**src/rtl/uart_rx_sym_ctrl.sv**
```systemverilog
// UART 10b/8b receive sequencer: frames start + 10 coded bits + stop from rx_i,
// presents the symbol to an external decoder and hands the byte out with valid/ready.
// Optional weight check: define SYM_WEIGHT_CHECK_EN.
// Ports: clk, rst (async, active-high), rx_i (serial in), sym_o/bit_cnto (to decoder),
//   dec_data_i (from decoder), rx_data_o/rx_valid_o/rx_ready_i (consumer handshake),
//   busy_o, frame_err_o, overrun_o, code_err_o (status; the last three are 1-cycle pulses).
module uart_rx_sym_ctrl #(
   parameter int CLKS_PER_BIT = 434,
   parameter int CNT_W        = 16
) (
   input  logic       clk,
   input  logic       rst,
   input  logic       rx_i,
   output logic [9:0] sym_o,
   output logic [9:0] bit_cnto,
   input  logic [7:0] dec_data_i,
   output logic [7:0] rx_data_o,
   output logic       rx_valid_o,
   input  logic       rx_ready_i,
   output logic       busy_o,
   output logic       frame_err_o,
   output logic       overrun_o,
   output logic       code_err_o
);

   localparam logic [CNT_W-1:0] HALF = CNT_W'(CLKS_PER_BIT / 2 - 1);
   localparam logic [CNT_W-1:0] LAST = CNT_W'(CLKS_PER_BIT - 1);

   typedef enum logic [2:0] {
      IDLE, START, DATA, STOP, PRESENT, BRK
   } state_t;

   state_t           state, state_nx;
   logic             rx_m, rx_s;
   logic [CNT_W-1:0] cnt, cnt_nx;
   logic [9:0]       sym, sym_nx;
   logic [9:0]       bit_cnt, bit_cnt_nx;
   logic [7:0]       data, data_nx;
   logic             valid, valid_nx;
   logic             ferr, ferr_nx;
   logic             ovr, ovr_nx;
   logic             cerr, cerr_nx;
   logic             weight_ok;

`ifdef SYM_WEIGHT_CHECK_EN
   logic [3:0] weight;
   assign weight    = 4'($countones(sym));
   assign weight_ok = (weight >= 4'd4) && (weight <= 4'd6);
`else
   assign weight_ok = 1'b1;
`endif

   always_ff @(posedge clk or posedge rst) begin
      if (rst) begin
         rx_m    <= 1'b1;
         rx_s    <= 1'b1;
         state   <= IDLE;
         cnt     <= '0;
         sym     <= '0;
         bit_cnt <= '0;
         data    <= '0;
         valid   <= 1'b0;
         ferr    <= 1'b0;
         ovr     <= 1'b0;
         cerr    <= 1'b0;
      end else begin
         rx_m    <= rx_i;
         rx_s    <= rx_m;
         state   <= state_nx;
         cnt     <= cnt_nx;
         sym     <= sym_nx;
         bit_cnt <= bit_cnt_nx;
         data    <= data_nx;
         valid   <= valid_nx;
         ferr    <= ferr_nx;
         ovr     <= ovr_nx;
         cerr    <= cerr_nx;
      end
   end

   always_comb begin
      state_nx   = state;
      cnt_nx     = cnt + 1'b1;
      sym_nx     = sym;
      bit_cnt_nx = bit_cnt;
      data_nx    = data;
      valid_nx   = valid;
      ferr_nx    = 1'b0;
      ovr_nx     = 1'b0;
      cerr_nx    = 1'b0;
      if (valid && rx_ready_i)
         valid_nx = 1'b0;
      unique case (state)
         IDLE: begin
            cnt_nx     = '0;
            bit_cnt_nx = '0;
            if (!rx_s)
               state_nx = START;
         end
         START: begin
            if (cnt == HALF) begin
               cnt_nx = '0;
               if (!rx_s) begin
                  state_nx   = DATA;
                  bit_cnt_nx = 10'd1;
                  sym_nx     = '0;
               end else begin
                  state_nx = IDLE;
               end
            end
         end
         DATA: begin
            if (cnt == LAST) begin
               cnt_nx     = '0;
               sym_nx     = {rx_s, sym[9:1]};
               bit_cnt_nx = bit_cnt + 10'd1;
               if (bit_cnt == 10'd10)
                  state_nx = STOP;
            end
         end
         STOP: begin
            if (cnt == LAST) begin
               cnt_nx = '0;
               if (rx_s) begin
                  state_nx = PRESENT;
               end else begin
                  // Symbol is discarded: hide it from the decoder qualifier.
                  state_nx   = BRK;
                  ferr_nx    = 1'b1;
                  bit_cnt_nx = '0;
               end
            end
         end
         BRK: begin
            cnt_nx = '0;
            if (rx_s)
               state_nx = IDLE;
         end
         PRESENT: begin
            cnt_nx     = '0;
            bit_cnt_nx = '0;
            state_nx   = IDLE;
            if (!weight_ok) begin
               cerr_nx = 1'b1;
            end else if (!valid || rx_ready_i) begin
               // A same-cycle consume frees the slot for the new byte.
               data_nx  = dec_data_i;
               valid_nx = 1'b1;
            end else begin
               ovr_nx = 1'b1;
            end
         end
         default: state_nx = IDLE;
      endcase
   end

   assign sym_o       = sym;
   assign bit_cnto    = bit_cnt;
   assign rx_data_o   = data;
   assign rx_valid_o  = valid;
   assign busy_o      = (state != IDLE);
   assign frame_err_o = ferr;
   assign overrun_o   = ovr;
   assign code_err_o  = cerr;

endmodule

```
**config.mk**
```make
export PLATFORM = sky130hd
export DESIGN_NAME = uart_rx_sym_ctrl
export DESIGN_NICKNAME = d
export VERILOG_FILES = /design/src/rtl/uart_rx_sym_ctrl.sv
export SDC_FILE = /design/constraint.sdc
export NUM_CORES = 1
export LEC_CHECK = 0
export ABC_AREA = 1
export ABC_CLOCK_PERIOD_IN_PS = 1700
export CORE_MARGIN = 2
export CORE_UTILIZATION = 30
export DETAILED_ROUTE_END_ITERATION = 16
export DONT_BUFFER_PORTS = 1
export SLEW_MARGIN = 20
export SYNTH_ARGS = -nofsm -noshare
export SYNTH_HDL_FRONTEND = slang
export SYNTH_SLANG_ARGS = --single-unit
```
**constraint.sdc**
```tcl
create_clock -name clk -period 1.7 [get_ports clk]
set_input_delay 0.34 -clock clk [delete_from_list [all_inputs] [get_ports clk]]
set_output_delay 0.34 -clock clk [all_outputs]
set_load 0.01 [all_outputs]
```
After elaboration in Yosys (flattened, before gate mapping)

Cells that the tools add are included.

Add/subtract/negate cells: 2
Equality and inequality tests: 16
Multiplexer cells: 29
Reductions and logical operators: 14

Operator list:

| cell                                                             | count |
|---|---|
| 10-bit two-way mux                                               | 7 |
| 16-bit case mux with 3 select lines                              | 1 |
| 10-bit case mux with 4 select lines                              | 1 |
| 16-bit two-way mux                                               | 2 |
| 10-bit case mux with 2 select lines                              | 1 |
| 3-bit two-way mux                                                | 6 |
| 16-bit by 1-bit adder with 16-bit output, second input constant  | 1 |
| 16-bit by 8-bit == test with 1-bit output, second input constant | 1 |
| 16-bit by 9-bit == test with 1-bit output, second input constant | 1 |
| 2-bit inequality test, second input constant                     | 8 |
| 3-bit case mux with 5 select lines                               | 1 |
| 6-bit AND reduction                                              | 2 |
| 10-bit by 1-bit adder with 10-bit output, second input constant  | 1 |
| 10-bit by 4-bit == test with 1-bit output, second input constant | 1 |
| 1-bit two-way mux                                                | 9 |
| 3-bit by 2-bit == test with 1-bit output, second input constant  | 2 |
| 3-bit == test, second input constant                             | 2 |
| 4-bit AND reduction                                              | 1 |
| 4-bit nonzero test                                               | 1 |
| 2-bit OR reduction                                               | 2 |
| 3-bit by 1-bit == test with 1-bit output, second input constant  | 1 |
| 3-bit logical NOT                                                | 1 |
| 3-bit nonzero test                                               | 1 |
| 3-bit OR reduction                                               | 1 |
| other kinds (6)                                                  | 6 |

Flip-flop bits (word level): 52
Input bits: 12
Output and inout port bits: 33

Depth between registers and ports, before layout

Gate-level depths: netlist of the first run.

Depth after elaboration: 4
Mapped depth: 11

Worst setup path before layout of the first run

No wires, ideal clock.

Path type: reg-to-reg
Start point: register bit_cnt[0] (netlist: bit_cnto[0])
End point: register bit_cnt[8] (netlist: bit_cnto[8])
Data arrival time: 1.409 ns
Setup slack: 0.226 ns
Stages on the path, launching flop included: 9
Path buffers: 0
Cells stage by stage: dfrtp_1 > ha_1 > nand2_1 > nor2_1 > nand3_1 > xor2_1 > nor2_1 > nand2_1 > nand2_1

Cells in the longest elaborated chain, start to end: 3

Ends and longest elaborated chain:

| item                                     | RTL line | source |
|---|---|---|
| from (decl)                              | 37       | `logic [9:0] bit_cnt, bit_cnt_nx;` |
| from (signal assigned)                   | 72       | `bit_cnt <= bit_cnt_nx;` |
| 10-bit by 1-bit adder with 10-bit output | 116      | `bit_cnt_nx = bit_cnt + 10'd1;` |
| 10-bit two-way mux                       | 113      | `if (cnt == LAST) begin` |
| 10-bit case mux with 4 select lines      | 93       | `unique case (state)` |

Every way passes these cells. The select of a mux whose other input is x is not followed.
A chain may end at the register's enable or synchronous reset.

Worst setup path after layout of the first run

Start point: register state[2]
End point: register sym[3] (netlist: sym_o[3])

Cells in the longest elaborated chain, start to end: 3

Ends and longest elaborated chain:

| item                                                                                                        | RTL line | source |
|---|---|---|
| from (decl)                                                                                                 | 33       | `state_t state, state_nx;` |
| from (signal assigned)                                                                                      | 69       | `state <= state_nx;` |
| 3-bit by 1-bit == test with 1-bit output / 3-bit by 2-bit == test with 1-bit output (equally long branches) | 93       |  |
| 2-bit inequality test (no source line) / 2-bit nonzero test (equally long branches)                         | n/a      |  |
| 4-bit AND reduction (no source line)                                                                        | n/a      |  |
| to (signal assigned)                                                                                        | 71       | `sym <= sym_nx;` |
| to (decl)                                                                                                   | 36       | `logic [9:0] sym, sym_nx;` |

Parallel ways exist; a longest one is shown, timed or not.

==> run summary, run 1 <==
The worst setup path category is flip-flop to flip-flop. The most critical setup path has its startpoint at state[2]$_DFFE_PP0P_. The clock reaches the later pin of the worst-skew pair after 0.31 ns. The kind of cell with the highest combined delay along the critical path is simple AND/OR/NAND/NOR gates.

The hold-critical path depth was 1; the clock period minus final worst setup slack was 1.581 ns. The total area inside the core boundary comes to 0.008721 sq mm. The maximum resistive drop on vdd was 0.3676 mV. For the DRC marker count from the first detailed-route iteration, the log shows 85.

The flip-flop cell with the highest count after synthesis is sky130_fd_sc_hd__dfrtp_1. For the area of the mapped netlist, the log shows 0.002688 sq mm. The detailed router placed 2181 vias in this run.

The cell sitting at the root of the clock tree is a sky130_fd_sc_hd__clkbuf_8. The detail-routed via count per cell works out to 4.680. TritonCTS built the clock tree. For the placement-stage cell area, the log shows 0.002905 sq mm. Post-synthesis async set-or-reset flop share: 100.0%. In the final layout, flip-flops and latches occupy 0.001308 sq mm. The tools report the number of unique standard cell types used by synthesis as 32. Synthesis inferred 52 register bits.

The number of antenna diodes in the final layout is 0. The die covers 0.009732 sq mm. In the final routed layout, each cell accounts on average for 12.70 um. Port buffering added 0 buffers.

Sequential cells were found to cover 48.51% of the synthesized design area. The number of ports placed on the die boundary is 45. In this run the most critical hold path is launched from dec_data_i[2]. In this run the mean area of a mapped cell was 8.071 sq um.

The signal on the critical path passes through nor2_1 > inv_2 > nor2_4 > nand2_2 > nand2_4 > inv_6 > buf_6 > nand3_1 > nand2_1. The run gives 0.003100 sq mm as the area of all placed cells without fillers. STA classifies the critical path startpoint as a flip-flop. The number of cells on the worst reg-to-reg path is 9. The post-route setup TNS was 0 ns. The flow ran to the end, and the final reports show no timing, DRC or antenna violations.

For this design, the sink count on the clock tree is 52. The worst hold slack after final layout came out at 0.1767 ns. From left edge to right edge, the die measures 98.65 um. In this run the static leakage power is 0.001543 uW.

For this run the aggregate overflow at the end of global routing stands at 0. After detailed routing, the total wire length is 5919 um. In the final design database the tool counted 374 nets. The run gives 5 as the number of CTS-inserted buffers. In this run the register-to-register setup slack is 0.12 ns. At the worst endpoint, the required time is 1.90 ns.

The initialized floorplan defines 34 standard-cell rows. The slowest stage of the critical path belongs to the cell sky130_fd_sc_hd__dfrtp_2. Proportion of layout cells with a drive suffix above 1: 18.72%.

The setup skew after layout is 0.008811 ns, and the first-pass iteration count of the detailed router is 4. The height of the die was 98.65 um; the number of standard cells after synthesis was 333. The final-report setup violation count was 0. The final-layout fill cell count was 907; the critical path buffer and inverter count was 3. The end of the worst register-to-register path is sym_o[3]$_DFFE_PP0P_. The critical path capture point type is a flip-flop. The hold violation count in the final report is 0.

The Yosys step of the flow raised 0 warnings. For this run, design rule violations remaining after detail routing come to 0. Across every metal layer, demand over resource in global routing totals 12.25%.

Total power for the finished layout comes to 2034 uW. The number of nets in the synthesized netlist came out at 350. The tools report the number of maximum-capacitance constraint violations as 0. The number of enable flip-flop cells after synthesis works out to 0. The clock slew at the register clock pins of the worst setup and hold paths works out to 0.10 ns.

The H-tree generated during clock tree synthesis spans 2 levels. The detail route stage leaves a number of antenna-violating nets equal to 0. The startpoint identified for the worst register-to-register timing path is state[2]$_DFFE_PP0P_.

The total area of multi-input combinational cells is 0.001255 sq mm. Entering global routing, the biggest net connects 30 pins. The logs give 2110 for the number of global-route vias before repair and 0 for the max-slew violation count. The utilization after layout was 35.55%. Derived from the worst setup path, the maximum achievable clock frequency is 0.6324 GHz. Dividing the final minimum period by the clock period gives 93.02%.

Setup repair after global routing left no endpoint under its margin. The class of the tightest hold or removal check was input pin to flip-flop. The power density over the cells came out at 656.0 mW/mm^2.

The delay of the slowest critical-path stage works out to 0.47 ns. Once detailed placement completed, the half-perimeter wirelength came to 4279 um. For the worst setup path, the data arrival time is 1.78 ns. Initial standard-cell utilization of the core: 30.82%.

The run gives 9846 um as the wire length of the first global-routing pass. No sink is reached through more buffers than the 2 on the longest clock path. For hold timing, the worst endpoint is rx_data_o[2]$_DFFE_PP0P_. In this run the worst path has a maximum fanout of 8.

The area growth from synthesis to layout was 15.36%. The congestion estimate from routability-driven global placement came to 0.8925. The initial antenna violation count came out at 0.
## state kept, by name (all words and copies together), names as in the netlist
name	flops
rx_m	1
rx_data_o	8
bit_cnto	10
overrun_o	1
sym_o	10
state	3
rx_valid_o	1
frame_err_o	1
cnt	16
rx_s	1
## synthesized netlist by cell type (all sizes together), types with 2 or more instances
master,count,area [sq um]
inv,33,123.9
a21oi,3,15.01
o21ai,7,35.03
or2,2,12.51
nand3,23,115.1
dfrtp,50,1251
nor3,4,20.02
mux2,8,90.09
o21bai,2,15.01
buf,4,35.03
nand4,4,25.02
nor2,60,242.7
xor2,11,96.34
ha,5,62.56
dfstp,2,52.55
nand2,104,412.9
xnor2,4,35.03
## layout by cell type, fill, tap and decap left out, types with 4 or more instances in the layout
cell and count:
sky130_fd_sc_hd__nand2_1 97, sky130_fd_sc_hd__nor2_1 54, sky130_fd_sc_hd__dfrtp_1 47, sky130_fd_sc_hd__inv_1 24, sky130_fd_sc_hd__nand3_1 23, sky130_fd_sc_hd__buf_4 15, sky130_fd_sc_hd__xor2_1 11, sky130_fd_sc_hd__mux2_2 8
sky130_fd_sc_hd__inv_2 7, sky130_fd_sc_hd__o21ai_0 6, sky130_fd_sc_hd__ha_1 5, sky130_fd_sc_hd__clkbuf_8 5, sky130_fd_sc_hd__nand4_1 4, sky130_fd_sc_hd__nor2_2 4, sky130_fd_sc_hd__nand2_2 4, sky130_fd_sc_hd__xnor2_1 4
## stage by stage
step                worst slack, ns  std cells
floorplan                    0.1054        333
global placement             0.1284        451
detailed placement          0.08862        451
CTS                         0.05815        460
global route                0.01479        466
finish                       0.1186        466
## cells by family (layout without fill, tap and decap cells)
group	Yosys count	in the layout	share of synthesized area [%]
xor gates and xnor gates	15	15	4.888
muxes	8	8	3.352
DFF	52	52	48.51
AOI/OAI and AO/OA	15	15	3.398
other	1	1	0.1395
buffers and inverters	38	62	6.052
adders and majority gates	5	5	2.328
and+or+nand+nor	199	200	31.33
## how the worst max path moves through the flow
stage	depth (start not counted)	to
after floorplan	1	bit_cnto[0]$_DFFE_PP0P_
after global placement	7	bit_cnto[4]$_DFFE_PP0P_
after detailed placement	9	bit_cnto[2]$_DFFE_PP0P_
after CTS	9	bit_cnto[2]$_DFFE_PP0P_
after global routing	11	sym_o[1]$_DFFE_PP0P_
final	9	sym_o[3]$_DFFE_PP0P_
## repair_timing
action                                  CTS  global route
setup buffers                             0             3
endpoints found under the hold margin     7             1
endpoints found under the setup margin    0            37
gates resized for setup                   0            17
hold buffers                              1             1
## report_power, final
group	internal (uW)	switching [uW]
Combinational	12.9	36.4
Clock	304	439
Sequential	1240	1.61
Total	1560	477
## layer usage
layer | part of all wire, % | track usage [%]
met1 | 46 | 15.80
met2 | 46 | 19.62
met3 | 7.3 | 3.972
met4 | 1.1 | 3.899
met5 | 0 | 0
## area by class of cell
type                    count  area share (%)
repair inverters            1          0.1614
flip-flops and latches     52           42.17
clock buffers               5           2.220
inverters                  34           4.479
clock inverters             3          0.8475
repair buffers             19           5.287
multi-input cells         244           40.48
well taps                 108           4.358
Note: power is estimated with default switching activity, not from simulation.
==> inputs of run 2 (changes only) <==
- CTS_CLUSTER_SIZE: default -> 24
==> results of run 2 <==
Same layout as run 1: the final DEF is identical, and so are final timing and power.
